$ cat src/rtl/p_slave_responder.sv
// Wait-state slave responder: captures one request, waits WAIT_CYCLES, then completes it against a reset-cleared word store.
// Optional build macro P_SLAVE_RESPONDER_ERR_EN: out-of-range addresses give an error response instead of wrapping.
module p_slave_responder #(
  parameter int ADDR_WIDTH  = 8,
  parameter int DATA_WIDTH  = 32,
  parameter int DEPTH       = 16,
  parameter int WAIT_CYCLES = 2
) (
  input  logic                  clk,
  input  logic                  rst,
  input  logic                  req_valid,
  input  logic                  req_write,
  input  logic [ADDR_WIDTH-1:0] req_addr,
  input  logic [DATA_WIDTH-1:0] req_wdata,
  output logic                  req_ready,
  output logic [DATA_WIDTH-1:0] rsp_rdata,
  output logic                  rsp_err
);

  // state | meaning
  // IDLE  | no transfer; accept req_valid and capture the request
  // WAIT  | wait-state countdown on the captured request
  // RESP  | req_ready high for one cycle; writes land on the edge leaving RESP
  typedef enum logic [1:0] {IDLE, WAIT, RESP} state_t;

  localparam int IDX_W = (DEPTH > 1) ? $clog2(DEPTH) : 1;
  localparam logic [3:0] WAIT_LOAD = (WAIT_CYCLES > 0) ? 4'(WAIT_CYCLES - 1) : 4'd0;

  state_t                state, state_next;
  logic [3:0]            wait_cnt;
  logic                  cap_write;
  logic [ADDR_WIDTH-1:0] cap_addr;
  logic [DATA_WIDTH-1:0] cap_wdata;
  logic [DATA_WIDTH-1:0] mem [DEPTH];

  logic                  sel_write;
  logic [ADDR_WIDTH-1:0] sel_addr;
  logic [IDX_W-1:0]      sel_idx, cap_idx;
  logic                  sel_oob, cap_oob;
  logic                  ready_d, err_d;
  logic [DATA_WIDTH-1:0] rdata_d;

  // With zero wait states RESP is entered on the accept edge, before the capture registers hold the request.
  assign sel_write = (state == IDLE) ? req_write : cap_write;
  assign sel_addr  = (state == IDLE) ? req_addr  : cap_addr;
  assign sel_idx   = sel_addr[IDX_W-1:0];
  assign cap_idx   = cap_addr[IDX_W-1:0];

`ifdef P_SLAVE_RESPONDER_ERR_EN
  assign sel_oob = (sel_addr >> IDX_W) != '0;
  assign cap_oob = (cap_addr >> IDX_W) != '0;
`else
  logic unused_addr_bits;
  assign sel_oob = 1'b0;
  assign cap_oob = 1'b0;
  assign unused_addr_bits = ^{sel_addr, cap_addr};
`endif

  always_ff @(posedge clk) begin
    if (rst) begin
      state     <= IDLE;
      req_ready <= 1'b0;
      rsp_rdata <= '0;
      rsp_err   <= 1'b0;
    end else begin
      state     <= state_next;
      req_ready <= ready_d;
      rsp_rdata <= rdata_d;
      rsp_err   <= err_d;
    end
  end

  always_comb begin
    state_next = state;
    case (state)
      IDLE: if (req_valid) state_next = (WAIT_CYCLES == 0) ? RESP : WAIT;
      WAIT: if (wait_cnt == 4'd0) state_next = RESP;
      RESP: state_next = IDLE;
      default: state_next = IDLE;
    endcase
  end

  always_comb begin
    ready_d = 1'b0;
    err_d   = 1'b0;
    rdata_d = '0;
    if (state_next == RESP) begin
      ready_d = 1'b1;
      err_d   = sel_oob;
      if (!sel_write && !sel_oob) rdata_d = mem[sel_idx];
    end
  end

  always_ff @(posedge clk) begin
    if (rst) begin
      wait_cnt  <= '0;
      cap_write <= 1'b0;
      cap_addr  <= '0;
      cap_wdata <= '0;
      for (int i = 0; i < DEPTH; i++) mem[i] <= '0;
    end else begin
      if (state == IDLE && req_valid) begin
        cap_write <= req_write;
        cap_addr  <= req_addr;
        cap_wdata <= req_wdata;
        wait_cnt  <= WAIT_LOAD;
      end else if (state == WAIT && wait_cnt != 4'd0) begin
        wait_cnt <= wait_cnt - 4'd1;
      end
      if (state == RESP && cap_write && !cap_oob) mem[cap_idx] <= cap_wdata;
    end
  end

endmodule

$ cat config.mk
export PLATFORM = sky130hd
export DESIGN_NAME = p_slave_responder
export DESIGN_NICKNAME = d
export VERILOG_FILES = /design/src/rtl/p_slave_responder.sv
export SDC_FILE = /design/constraint.sdc
export NUM_CORES = 1
export LEC_CHECK = 0
export BUFFER_PORTS_ARGS = -buffer_cell sky130_fd_sc_hd__buf_2
export CAP_MARGIN = 15
export CORE_MARGIN = 2
export CORE_UTILIZATION = 50
export DETAILED_ROUTE_END_ITERATION = 6
export MAX_ROUTING_LAYER = met4
export PLACE_DENSITY = 0.69
export SLEW_MARGIN = 20
export SYNTH_ARGS = -nofsm -noshare
export SYNTH_HDL_FRONTEND = slang
export SYNTH_SLANG_ARGS = --single-unit
$ cat constraint.sdc
create_clock -name clk -period 2.2 [get_ports clk]
set_input_delay 0.44 -clock clk [delete_from_list [all_inputs] [get_ports clk]]
set_output_delay 0.44 -clock clk [all_outputs]
set_load 0.005 [all_outputs]
==> results of run 1 <==
## cell families (layout without fill, tap and decap cells)
group	Yosys count	count (layout)	share of synthesized area, %
compound gates	434	434	10.84
xor+xnor	2	2	0.06218
fa+ha+maj	1	1	0.04440
buf+inv	237	356	3.721
flops	588	588	59.96
mux	149	149	5.355
other cells	1	4	0.01331
simple gates	992	992	20.00
## placed cells by master, fill, tap and decap left out, types with 59 or more instances in the layout
cell	n
a21oi_1	59
and2_1	512
buf_12	65
buf_2	71
buf_4	83
clkbuf_16	75
dfxtp_1	72
edfxtp_1	512
mux2i_1	135
nand2_1	177
nand2b_1	64
nand3_1	126
o211ai_1	114
o21ai_0	111
## layout make-up
cell class | instances | area share (%)
Antenna cell | 3 | 0.02272
Clock buffer | 99 | 6.065
Clock inverter | 21 | 0.6285
Inverter | 6 | 0.06815
Multi-Input combinational cell | 1579 | 31.85
Sequential cell | 588 | 51.15
Tap cell | 756 | 2.862
Timing Repair Buffer | 230 | 7.356
## routing by layer
layer  wire length [um]  track usage (%)  vias to the layer above
met5                  0                -                        -
met4               3410            12.42                        0
met3               5445            4.000                      184
met2              38410            46.16                      811
met1              31090            34.94                     9806
li1                   -                -                     8885
## final timing paths
check | cells after the start | slack (ns) | end | startpoint
worst max register to register | 8 | -0.06 | rsp_rdata[23] | wait_cnt[0]
worst min register to register | 2 | 0.53 | cap_write | cap_write
worst min-delay path | 3 | 0.07 | cap_wdata[15] | req_wdata[15]
worst max-delay path | 8 | -0.06 | rsp_rdata[23] | wait_cnt[0]
## worst min-delay path: cells and delay by family
family | cells | cell delay [ns]
AOI/OAI and AO/OA | 1 | 0.05
buffers and inverters | 1 | 0.09
and+or+nand+nor | 1 | 0.05
## power by group
part | switching [mW] | internal (mW)
clock | 4.47 | 6.78
sequential | 0.360 | 12.5
combinational | 1.83 | 1.16
total | 6.67 | 20.4
## state kept, by name (all words and copies together) (netlist names)
register,flops
mem,512
cap_wdata,32
rsp_rdata,32
cap_addr,4
wait_cnt,4
state,2
cap_write,1
req_ready,1
## through the flow
| stage | instance area (um^2) | setup WS (ns) | total power, mW | setup TNS [ns] | std cells |
|---|---|---|---|---|---|
| after global placement | 30510 | -0.1299 | 15.85 | -2.050 | 3155 |
| after CTS | 32810 | -0.04120 | 27.09 | -0.2162 | 3277 |
| after floorplan | 28180 | 0.07244 | 14.58 | 0 | 2404 |
| after detailed placement | 30510 | -0.1524 | 15.95 | -2.924 | 3155 |
| after global routing | 33040 | -0.1042 | 27.86 | -1.333 | 3281 |
| final | 33050 | -0.05966 | 27.08 | -0.1950 | 3282 |
## what timing repair did
action,4_1_cts,5_1_grt
pin swaps,12,20
setup buffers,2,0
setup endpoints to repair,32,462
gates resized for setup,12,34
cloned,0,2
endpoints found under the hold margin,0,0
==> qor.yml, run 1 <==
status:
  run_status: "finished, violations left"
  violations: "setup timing"
die:
  io_pins: 78
  dieArea_um2: 58270
  die_h_um: 241.4
  initial_core_util_pct: 50.26
  rows: 87
  dieWidth_um: 241.4
  coreArea_um2: 56060
drt:
  drc: 0
  route.vias.total: 19690
  wire_per_inst_um: 23.87
  drtIter0Drc: 1912
  ant_nets: 0
  wl_um: 78360
  via_per_inst: 5.998
  dr.pass1.iters: 6
logic_synthesis:
  synth_edf_count: 512
  synth_async_sr_flop_share_pct: 0
  yosys.area.top_type_share_pct: 54.56
  ys_seq_elements: 588
  synth.yosys.warnings: 0
  synth_cells: 2404
  synth.distinct_cells: 56
  synth_nets: 2449
  yosysSeqAreaShare_pct: 59.96
  syn_avg_cell_area_um2: 11.72
  synth_area_leaders: "edfxtp_1 55%, and2_1 11%, dfxtp_1 5.4%"
  synth_top_area_cell: "edfxtp_1"
  synth_flop_cell: "edfxtp_1"
  synthTopCellsByCount: "512 x and2_1, 512 x edfxtp_1, 177 x nand2_1"
  synth.cell_area_um2: 28180
placed_design:
  hpwl_um: 48950
  gp_congestion: 0.8932
  io_buffer_count: 72
critical_path:
  cp.arrival_ns: 2.77
  crit_chain: "inv_2 -> ha_4 -> or3b_4 -> or3_4 -> buf_12 -> a311oi_4 -> nand4_1 -> o31ai_1"
  crit_fanout: 11
  path_delay_family: "simple AND/OR/NAND/NOR gates"
  crit_type: "flip-flop to flip-flop"
  critical_path_required_ns: 2.71
  cpMaxStageDelayCell: "or3_4"
  path_buf_inv: 2
  critPathLaunchType: "flip-flop"
  slowest_delay_ns: 0.43
  end_kind: "flip-flop"
timing:
  skew_ns: 0.01511
  finalHoldViolCount: 0
  rsz0062_at_grt: "yes"
  max_clock_freq_mhz: 442.5
  slew_viol_final: 0
  fin_crit_sh_pct: 102.7
  whs_ns: 0.07412
  fin_ws_ns: -0.05966
  setup_viol: 10
  relSlewSlack_pct: 50.25
  worst_slew_pin_slew_ns: 0.7452
  finalCriticalPeriod_ns: 2.260
cts:
  tritoncts: "built"
  cts_sinks: 588
  clk_latency_ns: 0.61
  cts_hold_buf: 0
  clkTransAtPathRegs_ns: 0.06
  clockBufferDepth: 3
  htree_levels: 3
  cts_buffers: 66
  root_buffer: "clkbuf_16"
global_route:
  grt_pass1_wl_um: 118400
  grt_pass1_vias: 19740
  overflow: 0
  grt_max_degree: 61
  grt_use_total_pct: 28.15
  antenna_found_initial: 3
layout:
  nets: 2516
  layout-drive-gt1-share_pct: 17.04
  finalCoreUtilization_pct: 58.95
  num-fill-cells: 4422
  syn_to_final_growth_pct: 17.28
  multi_input_area_um2: 10520
  regArea_um2: 16900
power:
  leakage_nw: 12.01
  peakVddDrop_mv: 0.6744
  power_density_nw_per_um2: 819.4
job:
  cap_violations: 0
hold_path:
  hp-class: "primary input to flip-flop"
Note: power is estimated with default switching activity, not from simulation.
==> run 2: changes to the inputs <==
==> constraint.sdc (replaced) <==
create_clock -name clk -period 2.2 [get_ports clk]
set_input_delay 0.22 -clock clk [delete_from_list [all_inputs] [get_ports clk]]
set_output_delay 0.22 -clock clk [all_outputs]
set_load 0.005 [all_outputs]
==> run 2 against run 1 <==
  * The run still ends with setup timing left
  * Via count hardly changed
  * Power is 0.83% lower
  * Combinational power hardly changed
  * Worst hold slack better by 0.059 ns
  * Register-to-register slack better by 0.03 ns
  * Die area stayed put
  * Setup slack better by 0.032 ns
  * Sequential power hardly changed
  * Critical endpoint is now rsp_rdata[26]
==> qor.yml, run 2 (synthesized netlist as in run 1, its figures left out) <==
status:
  run_status: "finished, violations left"
  violations: "setup timing"
layout:
  multi_input_area_um2: 10520  # about the same
  largest_register_ff_count: 512  # unchanged
  nets: 2544  # +1.1%
  final_cell_mix: "512 x and2_1, 512 x edfxtp_1, 177 x nand2_1, 135 x mux2i_1, 127 x nand3_1"
  syn_to_final_growth_pct: 17.86
  layout-drive-gt1-share_pct: 16.71  # -0.33 points
  finalCoreUtilization_pct: 59.24  # +0.29 points
  regMostFlops: "mem"
  regArea_um2: 16910  # about the same
  top_regs: "mem x512, cap_wdata x32, rsp_rdata x32"
  num-fill-cells: 4459  # +0.84%
timing:
  setup_viol: 5  # -5
  max_clock_freq_mhz: 448.8  # +1.4%
  fin_ws_ns: -0.02805  # +0.03161 ns
  slew_viol_final: 0  # unchanged
  finalHoldViolCount: 0  # unchanged
  skew_ns: 0.02309  # +0.007973 ns
  worst_slew_pin_slew_ns: 0.8315  # +0.08630 ns
  fin_crit_sh_pct: 101.3  # -1.4 points
  relSlewSlack_pct: 44.49  # -5.8 points
  rsz0062_at_grt: "yes"
  finalCriticalPeriod_ns: 2.228  # -0.03161 ns
  whs_ns: 0.1331  # +0.05903 ns
global_route:
  grt_max_degree: 115  # +89%
  antenna_found_initial: 0  # -3
  grt_pass1_wl_um: 117100  # -1.1%
  overflow: 0  # unchanged
  grt_pass1_vias: 19750  # +0.061%
  grt_use_total_pct: 27.49  # -0.67 points
hold_path:
  whs_endpoint: "cap_addr[3]"
  hold_start: "rst"
  hp-class: "primary input to flip-flop"
  hold_depth: 3  # unchanged
die:
  initial_core_util_pct: 50.26  # unchanged
  dieWidth_um: 241.4  # unchanged
  die_h_um: 241.4  # unchanged
  io_pins: 78  # unchanged
  rows: 87  # unchanged
  coreArea_um2: 56060  # unchanged
  dieArea_um2: 58270  # unchanged
job:
  cap_violations: 0  # unchanged
drt:
  route.vias.total: 19700  # +0.076%
  wl_um: 76940  # -1.8%
  ant_nets: 0  # unchanged
  via_per_inst: 5.957  # -0.68%
  wire_per_inst_um: 23.27  # -2.5%
  dr.pass1.iters: 5  # -1
  drc: 0  # unchanged
  drtIter0Drc: 1603  # -16%
critical_path:
  end_kind: "flip-flop"
  cp.arrival_ns: 2.77  # about the same
  crit_fanout: 9  # -2
  crit_type: "flip-flop to flip-flop"
  timing.rr.start: "wait_cnt[1]"
  critPathLaunchType: "flip-flop"
  rr_endpoint: "rsp_rdata[26]"
  r2r_cells: 8  # unchanged
  r2r_slack_ns: -0.03  # +0.03 ns
  critical_path_required_ns: 2.74  # +0.03 ns
power:
  peakVddDrop_mv: 0.7156  # +6.1%
  power_density_nw_per_um2: 808.6  # -1.3%
  leakage_nw: 12.06  # +0.37%
  total_power_mw: 26.85  # -0.83%
cts:
  cts_buffers: 60  # -9.1%
  clockBufferDepth: 3  # unchanged
  clk_latency_ns: 0.63  # +0.02 ns
  clkTransAtPathRegs_ns: 0.06  # about the same
  cts_sinks: 588  # unchanged
  tritoncts: "built"
  root_buffer: "clkbuf_16"
  htree_levels: 2  # -1
placed_design:
  io_buffer_count: 72  # unchanged
  dpl_worst_slack_ns: -0.03123  # +0.1211 ns
  gp_congestion: 0.8603  # -3.7%
  hpwl_um: 48340  # -1.3%
run 2: cell count changes in the layout (fill, tap and decap cells not counted), moves of 4 or more:
cell / delta
a311oi_2: +4
buf_12: -4
buf_4: +8
buf_6: -7
bufinv_16: +8
clkbuf_1: -4
clkbuf_16: -14
dlygate4sd3_1: +37
run 2: worst max path at each step:
| stage | slack (ns) | to | startpoint |
|---|---|---|---|
| 4_1_cts | 0.002 | rsp_rdata[16] | state[0] |
| 6_report | -0.03 | rsp_rdata[26] | wait_cnt[1] |
| 2_1_floorplan | 0.1 | mem[14][0] | cap_addr[2] |
| 3_3_place_gp | 0.006 | rsp_rdata[26] | wait_cnt[0] |
| 3_5_place_dp | -0.03 | rsp_rdata[26] | state[0] |
| 5_1_grt | -0.06 | rsp_rdata[13] | wait_cnt[1] |
run 2: layout make-up:
type / count / share of cell area (%)
flip-flops and latches: 588 / 50.90
multi-input cells: 1579 / 31.67
repair buffers: 264 / 8.108
clock buffers: 81 / 4.969
well taps: 756 / 2.848
clock inverters: 31 / 1.424
inverters: 6 / 0.06781
diodes: 2 / 0.01507
run 2: layer usage:
layer / track usage [%] / vias to the layer above / share of wire, %
met4: 11.20 / 0 / 4.2
met1: 33.85 / 9890 / 40
met5: - / - / 0
li1: - / 8941 / -
met2: 46.75 / 693 / 50
met3: 2.632 / 177 / 5.4
run 2: report_power, final:
group,switching (mW),leakage (nW),internal (mW)
logic,1.81,5.13,1.18
registers,0.373,5.90,12.5
clock network,4.36,1.03,6.65
run 2: metrics by stage:
step                      std cells  TNS (ns)  cell area (um^2)
after floorplan                2404         0             28180
after global placement         3150         0             30420
after detailed placement       3150  -0.09700             30420
after CTS                      3300         0             32960
after global routing           3305   -0.6631             33210
final                          3307  -0.05922             33210
run 2: timing repair:
| action | in CTS | in global routing |
|---|---|---|
| pin swaps | 5 | 32 |
| hold buffers | 37 | 0 |
| gates cloned | 0 | 2 |
| gates resized for setup | 3 | 38 |
| setup buffers | 1 | 3 |
| setup endpoints to repair | 3 | 72 |
| hold endpoints to repair | 37 | 0 |
run 2: worst max-delay path: stages (launching register included):
cell      delay [ns]
dfxtp_2         0.32
inv_2           0.06
ha_4            0.12
or3b_1          0.35
or3_4           0.49
buf_12          0.19
a311oi_2        0.27
nand4_1         0.22
o31ai_1         0.12
